### config.mk
export PLATFORM = sky130hd
export DESIGN_NAME = fir2x_serializer_flat
export DESIGN_NICKNAME = d
export VERILOG_FILES = /design/src/rtl/fir2x_serializer_if.sv /design/src/rtl/fir2x_serializer.sv /design/src/flat_wrapper.sv
export SDC_FILE = /design/constraint.sdc
export NUM_CORES = 1
export LEC_CHECK = 0
export CORE_MARGIN = 10
export CORE_UTILIZATION = 50
export DETAILED_ROUTE_END_ITERATION = 7
export GPL_TIMING_DRIVEN = 0
export PLACE_DENSITY = 0.71
export SLEW_MARGIN = 20
export SYNTH_ARGS = -nofsm -noshare
export SYNTH_HDL_FRONTEND = slang
export SYNTH_SLANG_ARGS = --single-unit
export TNS_END_PERCENT = 10
### constraint.sdc
create_clock -name clk -period 9.05 [get_ports clk]
set_clock_uncertainty 0.15 [all_clocks]
set_input_delay 2.2625 -clock clk [delete_from_list [all_inputs] [get_ports clk]]
set_output_delay 2.2625 -clock clk [all_outputs]
set_load 0.02 [all_outputs]
### src/rtl/fir2x_serializer_if.sv
// Pair-in / sample-out stream bundle for fir2x_serializer.
// master: the environment (upstream FIR plus downstream sink).
// slave:  the serializer itself.
interface fir2x_serializer_if #(
  parameter int unsigned WIDTH = 32
);
  logic [WIDTH-1:0] y2k;
  logic [WIDTH-1:0] y2k1;
  logic             in_valid;
  logic             in_ready;
  logic [WIDTH-1:0] out_data;
  logic             out_valid;
  logic             out_ready;
  logic             overflow;

  modport master (
    output y2k, y2k1, in_valid, out_ready,
    input  in_ready, out_data, out_valid, overflow
  );

  modport slave (
    input  y2k, y2k1, in_valid, out_ready,
    output in_ready, out_data, out_valid, overflow
  );
endinterface

### src/rtl/fir2x_serializer.sv
// Serializes sample pairs from a 2x-unrolled FIR into one sample per transfer.
// A DEPTH-entry pair FIFO feeds a three-state FSM that emits y2k then y2k1.
// Optional feature: define FIR2X_SER_DROPCNT_EN to add a saturating 16-bit
// count of dropped pairs on port drop_cnt.
module fir2x_serializer #(
  parameter int unsigned WIDTH = 32,
  parameter int unsigned DEPTH = 4
) (
  input  logic                 clk,
  input  logic                 reset,
  fir2x_serializer_if.slave    bus
`ifdef FIR2X_SER_DROPCNT_EN
  ,
  output logic [15:0]          drop_cnt
`endif
);

  localparam int unsigned PtrW = (DEPTH > 1) ? $clog2(DEPTH) : 1;
  localparam int unsigned CntW = $clog2(DEPTH + 1);
  localparam logic [CntW-1:0] DepthC = CntW'(DEPTH);

  typedef enum logic [1:0] {StIdle, StSendLo, StSendHi} state_e;

  logic [2*WIDTH-1:0] mem_q [DEPTH];
  logic [PtrW-1:0]    wr_ptr_q, rd_ptr_q;
  logic [CntW-1:0]    count_q, count_d;
  state_e             state_q, state_d;
  logic               overflow_q;

  logic               push, pop, drop;
  logic [2*WIDTH-1:0] head;
  logic               out_valid_c;
  logic [WIDTH-1:0]   out_data_c;

  // Push/drop decisions use the pre-edge count; pop only on the high-half transfer.
  assign push = bus.in_valid && (count_q < DepthC);
  assign drop = bus.in_valid && (count_q == DepthC);
  assign pop  = (state_q == StSendHi) && bus.out_ready;
  assign head = mem_q[rd_ptr_q];

  // Occupancy after this edge; a simultaneous push and pop cancel out.
  always_comb begin
    count_d = count_q;
    unique case ({push, pop})
      2'b10:   count_d = count_q + 1'b1;
      2'b01:   count_d = count_q - 1'b1;
      default: count_d = count_q;
    endcase
  end

  // Serializer FSM: next state and Moore outputs.
  always_comb begin
    state_d     = state_q;
    out_valid_c = 1'b0;
    out_data_c  = '0;
    unique case (state_q)
      StIdle: begin
        if (count_q != '0) state_d = StSendLo;
      end
      StSendLo: begin
        out_valid_c = 1'b1;
        out_data_c  = head[WIDTH-1:0];
        if (bus.out_ready) state_d = StSendHi;
      end
      StSendHi: begin
        out_valid_c = 1'b1;
        out_data_c  = head[2*WIDTH-1:WIDTH];
        if (bus.out_ready) state_d = (count_d != '0) ? StSendLo : StIdle;
      end
      default: state_d = StIdle;
    endcase
  end

  // Control state: pointers, occupancy, FSM state and sticky overflow.
  always_ff @(posedge clk) begin
    if (!reset) begin
      state_q    <= StIdle;
      wr_ptr_q   <= '0;
      rd_ptr_q   <= '0;
      count_q    <= '0;
      overflow_q <= 1'b0;
    end else begin
      state_q <= state_d;
      count_q <= count_d;
      if (push) wr_ptr_q <= wr_ptr_q + 1'b1;
      if (pop)  rd_ptr_q <= rd_ptr_q + 1'b1;
      if (drop) overflow_q <= 1'b1;
    end
  end

  // Pair storage; contents are left as-is by reset, only the pointers clear.
  always_ff @(posedge clk) begin
    if (reset && push) mem_q[wr_ptr_q] <= {bus.y2k1, bus.y2k};
  end

`ifdef FIR2X_SER_DROPCNT_EN
  logic [15:0] drop_cnt_q;

  // Saturating dropped-pair counter.
  always_ff @(posedge clk) begin
    if (!reset) begin
      drop_cnt_q <= '0;
    end else if (drop && (drop_cnt_q != 16'hFFFF)) begin
      drop_cnt_q <= drop_cnt_q + 16'd1;
    end
  end

  assign drop_cnt = drop_cnt_q;
`endif

  assign bus.in_ready  = (count_q < DepthC);
  assign bus.out_valid = out_valid_c;
  assign bus.out_data  = out_data_c;
  assign bus.overflow  = overflow_q;

endmodule

### src/flat_wrapper.sv
// flat-port wrapper written by rule: the top's interface ports become plain ports
module fir2x_serializer_flat 
#(
  parameter int unsigned WIDTH = 32,
  parameter int unsigned DEPTH = 4
)
  (clk, reset, bus_y2k, bus_y2k1, bus_in_valid, bus_out_ready, bus_in_ready, bus_out_data, bus_out_valid, bus_overflow);
  fir2x_serializer_if #(.WIDTH(WIDTH)) bus_i ();
  input  logic clk;
  input  logic reset;
  input wire logic [$bits(bus_i.y2k)-1:0] bus_y2k;
  input wire logic [$bits(bus_i.y2k1)-1:0] bus_y2k1;
  input wire logic [$bits(bus_i.in_valid)-1:0] bus_in_valid;
  input wire logic [$bits(bus_i.out_ready)-1:0] bus_out_ready;
  output wire logic [$bits(bus_i.in_ready)-1:0] bus_in_ready;
  output wire logic [$bits(bus_i.out_data)-1:0] bus_out_data;
  output wire logic [$bits(bus_i.out_valid)-1:0] bus_out_valid;
  output wire logic [$bits(bus_i.overflow)-1:0] bus_overflow;
  assign bus_i.y2k = bus_y2k;
  assign bus_i.y2k1 = bus_y2k1;
  assign bus_i.in_valid = bus_in_valid;
  assign bus_i.out_ready = bus_out_ready;
  assign bus_in_ready = bus_i.in_ready;
  assign bus_out_data = bus_i.out_data;
  assign bus_out_valid = bus_i.out_valid;
  assign bus_overflow = bus_i.overflow;
  fir2x_serializer #(.WIDTH(WIDTH), .DEPTH(DEPTH)) u_core (.clk(clk), .reset(reset), .bus(bus_i));
endmodule
# Word-level counts from Yosys, hierarchy flattened
# Memories as Yosys holds them, arrays and structs flattened. A register that Yosys moved wholly into a read port is not among the register bits.
# Cells that the tools add are included.
[totals] ff_bits=10 ramBits=256 input_bits=68 output_inout_bits=35 elab_cells=40 memories=1
[memory_table] memory="u_core.mem_q" words=4 word_bits=64 rd=1 rd_ports_with_merged_regs=1 write_ports=1 line_no="fir2x_serializer.sv:24" text="logic [2*WIDTH-1:0] mem_q [DEPTH];"
[classes] n_addsub=4 order_cmp=1 eq_ne=8 n_mux=12 n_reduce_logical=9
[ops] operator="one-hot mux 32 bit (2 select lines)" n=1
[ops] operator="two-way mux 2 bit" n=5
[ops] operator="one-hot mux 2 bit (3 select lines)" n=1
[ops] operator="one-hot mux 3 bit (2 select lines)" n=1
[ops] operator="nonzero test 3 bit" n=2
[ops] operator="adder 2 x 1 -> 2 bit (second input constant)" n=2
[ops] operator="== test 2 x 1 -> 1 bit (second input constant)" n=2
[ops] operator="== test 2 bit (second input constant)" n=2
[ops] operator="logical AND 1 bit" n=4
[ops] operator="two-way mux 1 bit" n=4
[ops] operator="inequality test 2 bit (second input constant)" n=2
[ops] operator="adder 3 x 1 -> 3 bit (second input constant)" n=1
[ops] operator="== test 3 bit (second input constant)" n=1
[ops] operator="< comparator 3 bit (second input constant)" n=1
[ops] operator="AND reduction 3 bit" n=1
[ops] operator="subtractor 3 x 1 -> 3 bit (second input constant)" n=1
[ops] operator="logical NOT 2 bit" n=1
[ops] operator="inequality test 2 x 1 -> 1 bit (second input constant)" n=1
[ops] operator="OR reduction 2 bit" n=1

# Longest topological paths before layout
[depth] ltp_word=8 depth_mapped=10 depth_no_buf=9

# Least setup slack after synthesis
# No wires, ideal clock.
[synth_path] path_kind="in2reg" startpoint="in bus_in_valid" endpoint="mem u_core.mem_q[1][0] in the netlist's numbering, enable pin" setup_time_ns=0.429 arrival_time_ns=4.183 t_required_ns=8.471 slack_ns=4.287 cell_stages=3 path_buffers=1 path_cell_list="nor2b_1 -> clkbuf_1 -> and3_1"
[synth_via] elab_chain_len=4
[synth_lines] item="start: declaration" line_no="flat_wrapper.sv:13" text="input wire logic [$bits(bus_i.in_valid)-1:0] bus_in_valid;"
[synth_lines] item="logical AND 1 bit" line_no="fir2x_serializer.sv:36" text="assign push = bus.in_valid && (count_q < DepthC);"
[synth_lines] item="logical AND 1 bit" line_no="fir2x_serializer.sv:93" text="if (reset && push) mem_q[wr_ptr_q] <= {bus.y2k1, bus.y2k};"
[synth_lines] item="two-way mux 1 bit" line_no="fir2x_serializer.sv:93"
[synth_lines] item="two-way mux 1 bit (not written as such)" line_no="fir2x_serializer.sv:93"
[synth_lines] item="end: declaration" line_no="fir2x_serializer.sv:24"
# No other way between the ends.

# Final worst setup path
[layout_path] startpoint="reg u_core.state_q[0]" endpoint="out bus_out_data[22]"
[layout_via] elab_chain_len=2 elab_cells_between_ends=3 cone_classes="eq/ne (2); mux (1)"
[layout_lines] item="start: declaration" line_no="fir2x_serializer.sv:27" text="state_e state_q, state_d;"
[layout_lines] item="start signal: assignment" line_no="fir2x_serializer.sv:77" text="state_q <= StIdle;"
[layout_lines] item="start signal: assignment" line_no="fir2x_serializer.sv:83" text="state_q <= state_d;"
[layout_lines] item="== test 2 bit / == test 2 x 1 -> 1 bit (equally long branches)" line_no="fir2x_serializer.sv:56" text="unique case (state_q)"
[layout_lines] item="one-hot mux 32 bit (2 select lines) (*)" line_no="fir2x_serializer.sv:56"
[layout_lines] item="end: declaration" line_no="flat_wrapper.sv:16" text="output wire logic [$bits(bus_i.out_data)-1:0] bus_out_data;"
# Mark *: on every way between the ends. The rest lies on a longest branch, timed or not.

==> flow_summary_export.csv <==
group,metric,value,unit
critical_path,path_cells,"inv_1 > ha_1 > clkbuf_1 > nor2b_1 > clkdlybuf4s50_1",
critical_path,arrival,2850,ps
timing,setup_tns,0,ps
cts,htree_levels,1,
drt,vias_per_cell,5.59,
grt,grt_antenna_before_repair,0,
cts,post_cts_hold_buffer_count,0,
grt,first_global_vias,5764,
logic_synthesis,synth_top_cell_by_area,"sky130_fd_sc_hd__edfxtp_1",
floorplanning,die_height,165,um
logic_synthesis,post-synth-top-area-fraction,0.731,
placed_design,gp_congestion,0.725,
power,irDropWorstVdd,0.000146,V
critical_path,cp_max_fo,10,
cells_and_area,area_growth,22.4,%
power,leakage,4.07,nW
timing,grt_setup_unrepaired,"no",
floorplanning,placeable_core_area,0.0209,mm2
logic_synthesis,synth-seq-cells,268,
logic_synthesis,syn_warnings,0,
logic_synthesis,post_synth_inst_count,484,
critical_path,worst-r2r-setup-slack,6480,ps
power,power.clock.fraction,0.344,
drt,routed_wire_length_per_instance,23.1,um
timing,achievable-frequency,190,MHz
critical_path,endpoint_kind,"output port",
grt,gr-usage-all-layers,0.158,
critical_path,critical_path_required_time,6640,ps
drt,dr.first_iter.drc_count,348,
power,totalPowerFinal,3.07,mW
worst_hold_path,timing.hold.worst.class,"register to register",
cells_and_area,final_design_area_no_fill,0.0129,mm2
logic_synthesis,ys_seq_area_frac,0.754,
power,cell_internal_pwr,2.31,mW
timing,setup_viol,0,
placed_design,placement.cell_area,0.0120,mm2
cells_and_area,final_common_cell,"sky130_fd_sc_hd__edfxtp_1",
cells_and_area,leading_cell_types_in_the_layout_fill_and_taps_excluded,"sky130_fd_sc_hd__edfxtp_1 (256), sky130_fd_sc_hd__clkdlybuf4s50_1 (102), sky130_fd_sc_hd__mux4_2 (49)",
drt,postRouteWirelength,21200,um
grt,grt_max_degree,40,
grt,grt.overflow.total,0,
critical_path,crit_slowest_cell,"sky130_fd_sc_hd__clkdlybuf4s50_1",
power,net_switching_power,766,uW
timing,transition_time_of_the_tightest_slew_check_pin,623,ps
timing,final_critical_path_setup_slack,3790,ps
drt,dr_total_vias,5131,
power,combPwrFrac,0.190,
drt,drcViolationCount,0,
power,switching_share,0.249,
status,outcome,"finished, final reports clean",
power,seq_power_share,0.466,
cts,cts-buffers-inserted,28,
critical_path,critPathLaunchType,"register",
timing,layout_worst_path_cycle_share,0.581,
floorplanning,floorplan.rows,53,
cells_and_area,multi_input_area,0.00237,mm2
floorplanning,die_width,165,um
cts,cts_tree,"yes",
cts,clock_sinks,268,
cts,path_clk_slew,60,ps
placed_design,placement.io_buffers,102,
floorplanning,start_util,0.504,
cts,clock-root-buffer,"sky130_fd_sc_hd__clkbuf_16",
timing,finalHoldViolCount,0,
timing,slew-limit-headroom,0.585,
cts,ctsLongestPathBuffers,3,
critical_path,kind_of_critical_path,"register to output port",
cells_and_area,regArea,0.00793,mm2
logic_synthesis,area_contributors_post_synth,"sky130_fd_sc_hd__edfxtp_1 (73%), sky130_fd_sc_hd__mux4_2 (10%), sky130_fd_sc_hd__mux4_1 (3.7%)",
grt,grt_pass1_wl,33000,um
logic_synthesis,synth_cell_area,0.0105,mm2
timing,clock_period_minus_worst_slack,5260,ps
cells_and_area,filler_cell_count,1462,
cts,cts_setup_buffers,0,
run,drv.max_cap_violation_count,0,
cells_and_area,drive_gt1_frac,0.181,
critical_path,cp_slowest_stage_delay,660,ps
drt,firstDrtPassIters,4,
placed_design,detailedPlace.worstSlack,4190,ps
cts,insertion_delay,530,ps
placed_design,dp_hpwl,13300,um
floorplanning,pin_count,103,
cts,cts-resized-gates,0,
power,power_density,239,mW/mm2
floorplanning,die-area,0.0272,mm2
logic_synthesis,synth_cell_type_count,34,
drt,antenna_left,0,
logic_synthesis,synth_net_count,563,
logic_synthesis,syn_avg_cell_area,21.7,um2
cells_and_area,final_nets,699,
timing,timing_max_transition_violations_final,0,
## area by class of cell
cell class                 count  share of cell area
inverter                      11             0.00321
timing repair buffer         106              0.0873
clock inverter                13             0.00768
buffer                        27              0.0154
sequential                   268               0.616
tap                          275              0.0267
multi-input combinational    178               0.184
antenna                        1            0.000194
clock buffer                  39              0.0592
## sequential cells by signal, indices dropped and copies added (netlist names), named ones only
register             flops
u_core.rd_ptr_q          2
u_core.bus.overflow      1
u_core.wr_ptr_q          2
u_core.mem_q           256
u_core.state_q           2
u_core.count_q           3
## critical path: cells and delay by family (launching register included)
| kind | cells | cell delay [ps] |
|---|---|---|
| buffers and inverters | 3 | 1200 |
| adder cells (fa/ha/maj) | 1 | 450 |
| flip-flops | 1 | 400 |
| AND/OR/NAND/NOR | 1 | 270 |
## path summary, 6_finish.rpt
path,from,end,depth (start not counted)
min,u_core.bus.overflow,u_core.bus.overflow,2
max reg2reg,u_core.state_q[0],u_core.state_q[0],8
max,u_core.state_q[0],bus_out_data[22],5
min reg2reg,u_core.bus.overflow,u_core.bus.overflow,2
## layer usage
layer	GRT usage	up-vias	routed length (um)
met4	0.0415	0	381
li1	-	2289	-
met2	0.274	140	11000
met5	0	-	0
met1	0.195	2667	8310
met3	0.0389	35	1490
## power groups by stage
stage / Clock [mW] / Sequential [mW] / Combinational, mW
floorplan: 0 / 1.46 / 0.354
global placement: 0 / 1.46 / 0.573
detailed placement: 0 / 1.46 / 0.593
CTS: 1.08 / 1.43 / 0.596
global route: 1.13 / 1.44 / 0.628
finish: 1.06 / 1.43 / 0.584
## cell usage after synthesis (all sizes together)
master / n
a21o: 1
buf: 21
xnor3: 1
a311oi: 1
o21bai: 1
o211ai: 1
a41oi: 1
or3: 1
clkbuf: 6
o211a: 1
mux4: 64
xnor2: 2
fa: 1
ha: 10
a22oi: 33
nor2: 9
nor2b: 33
inv: 11
dfxtp: 12
edfxtp: 256
and3: 4
mux2i: 1
nand3: 2
a21oi: 3
and2: 1
o21ai: 1
nand3b: 1
xor2: 3
or4b: 2
## cell families after synthesis
logic type,share of synthesized area
and+or+nand+nor,0.0300
xor gates and xnor gates,0.00630
buffers and inverters,0.0227
DFF,0.754
adders and majority gates,0.0138
muxes,0.143
AOI/OAI and AO/OA,0.0302
## metrics by stage
| step | instances | util | hold WS (ps) |
|---|---|---|---|
| 3_3_place_gp | 861 | 0.569 | 325 |
| 6_report | 918 | 0.616 | 328 |
| 4_1_cts | 917 | 0.616 | 334 |
| 5_1_grt | 917 | 0.616 | 401 |
| 3_5_place_dp | 865 | 0.575 | 317 |
| 2_1_floorplan | 484 | - | 333 |
Note: power is estimated with default switching activity, not from simulation.
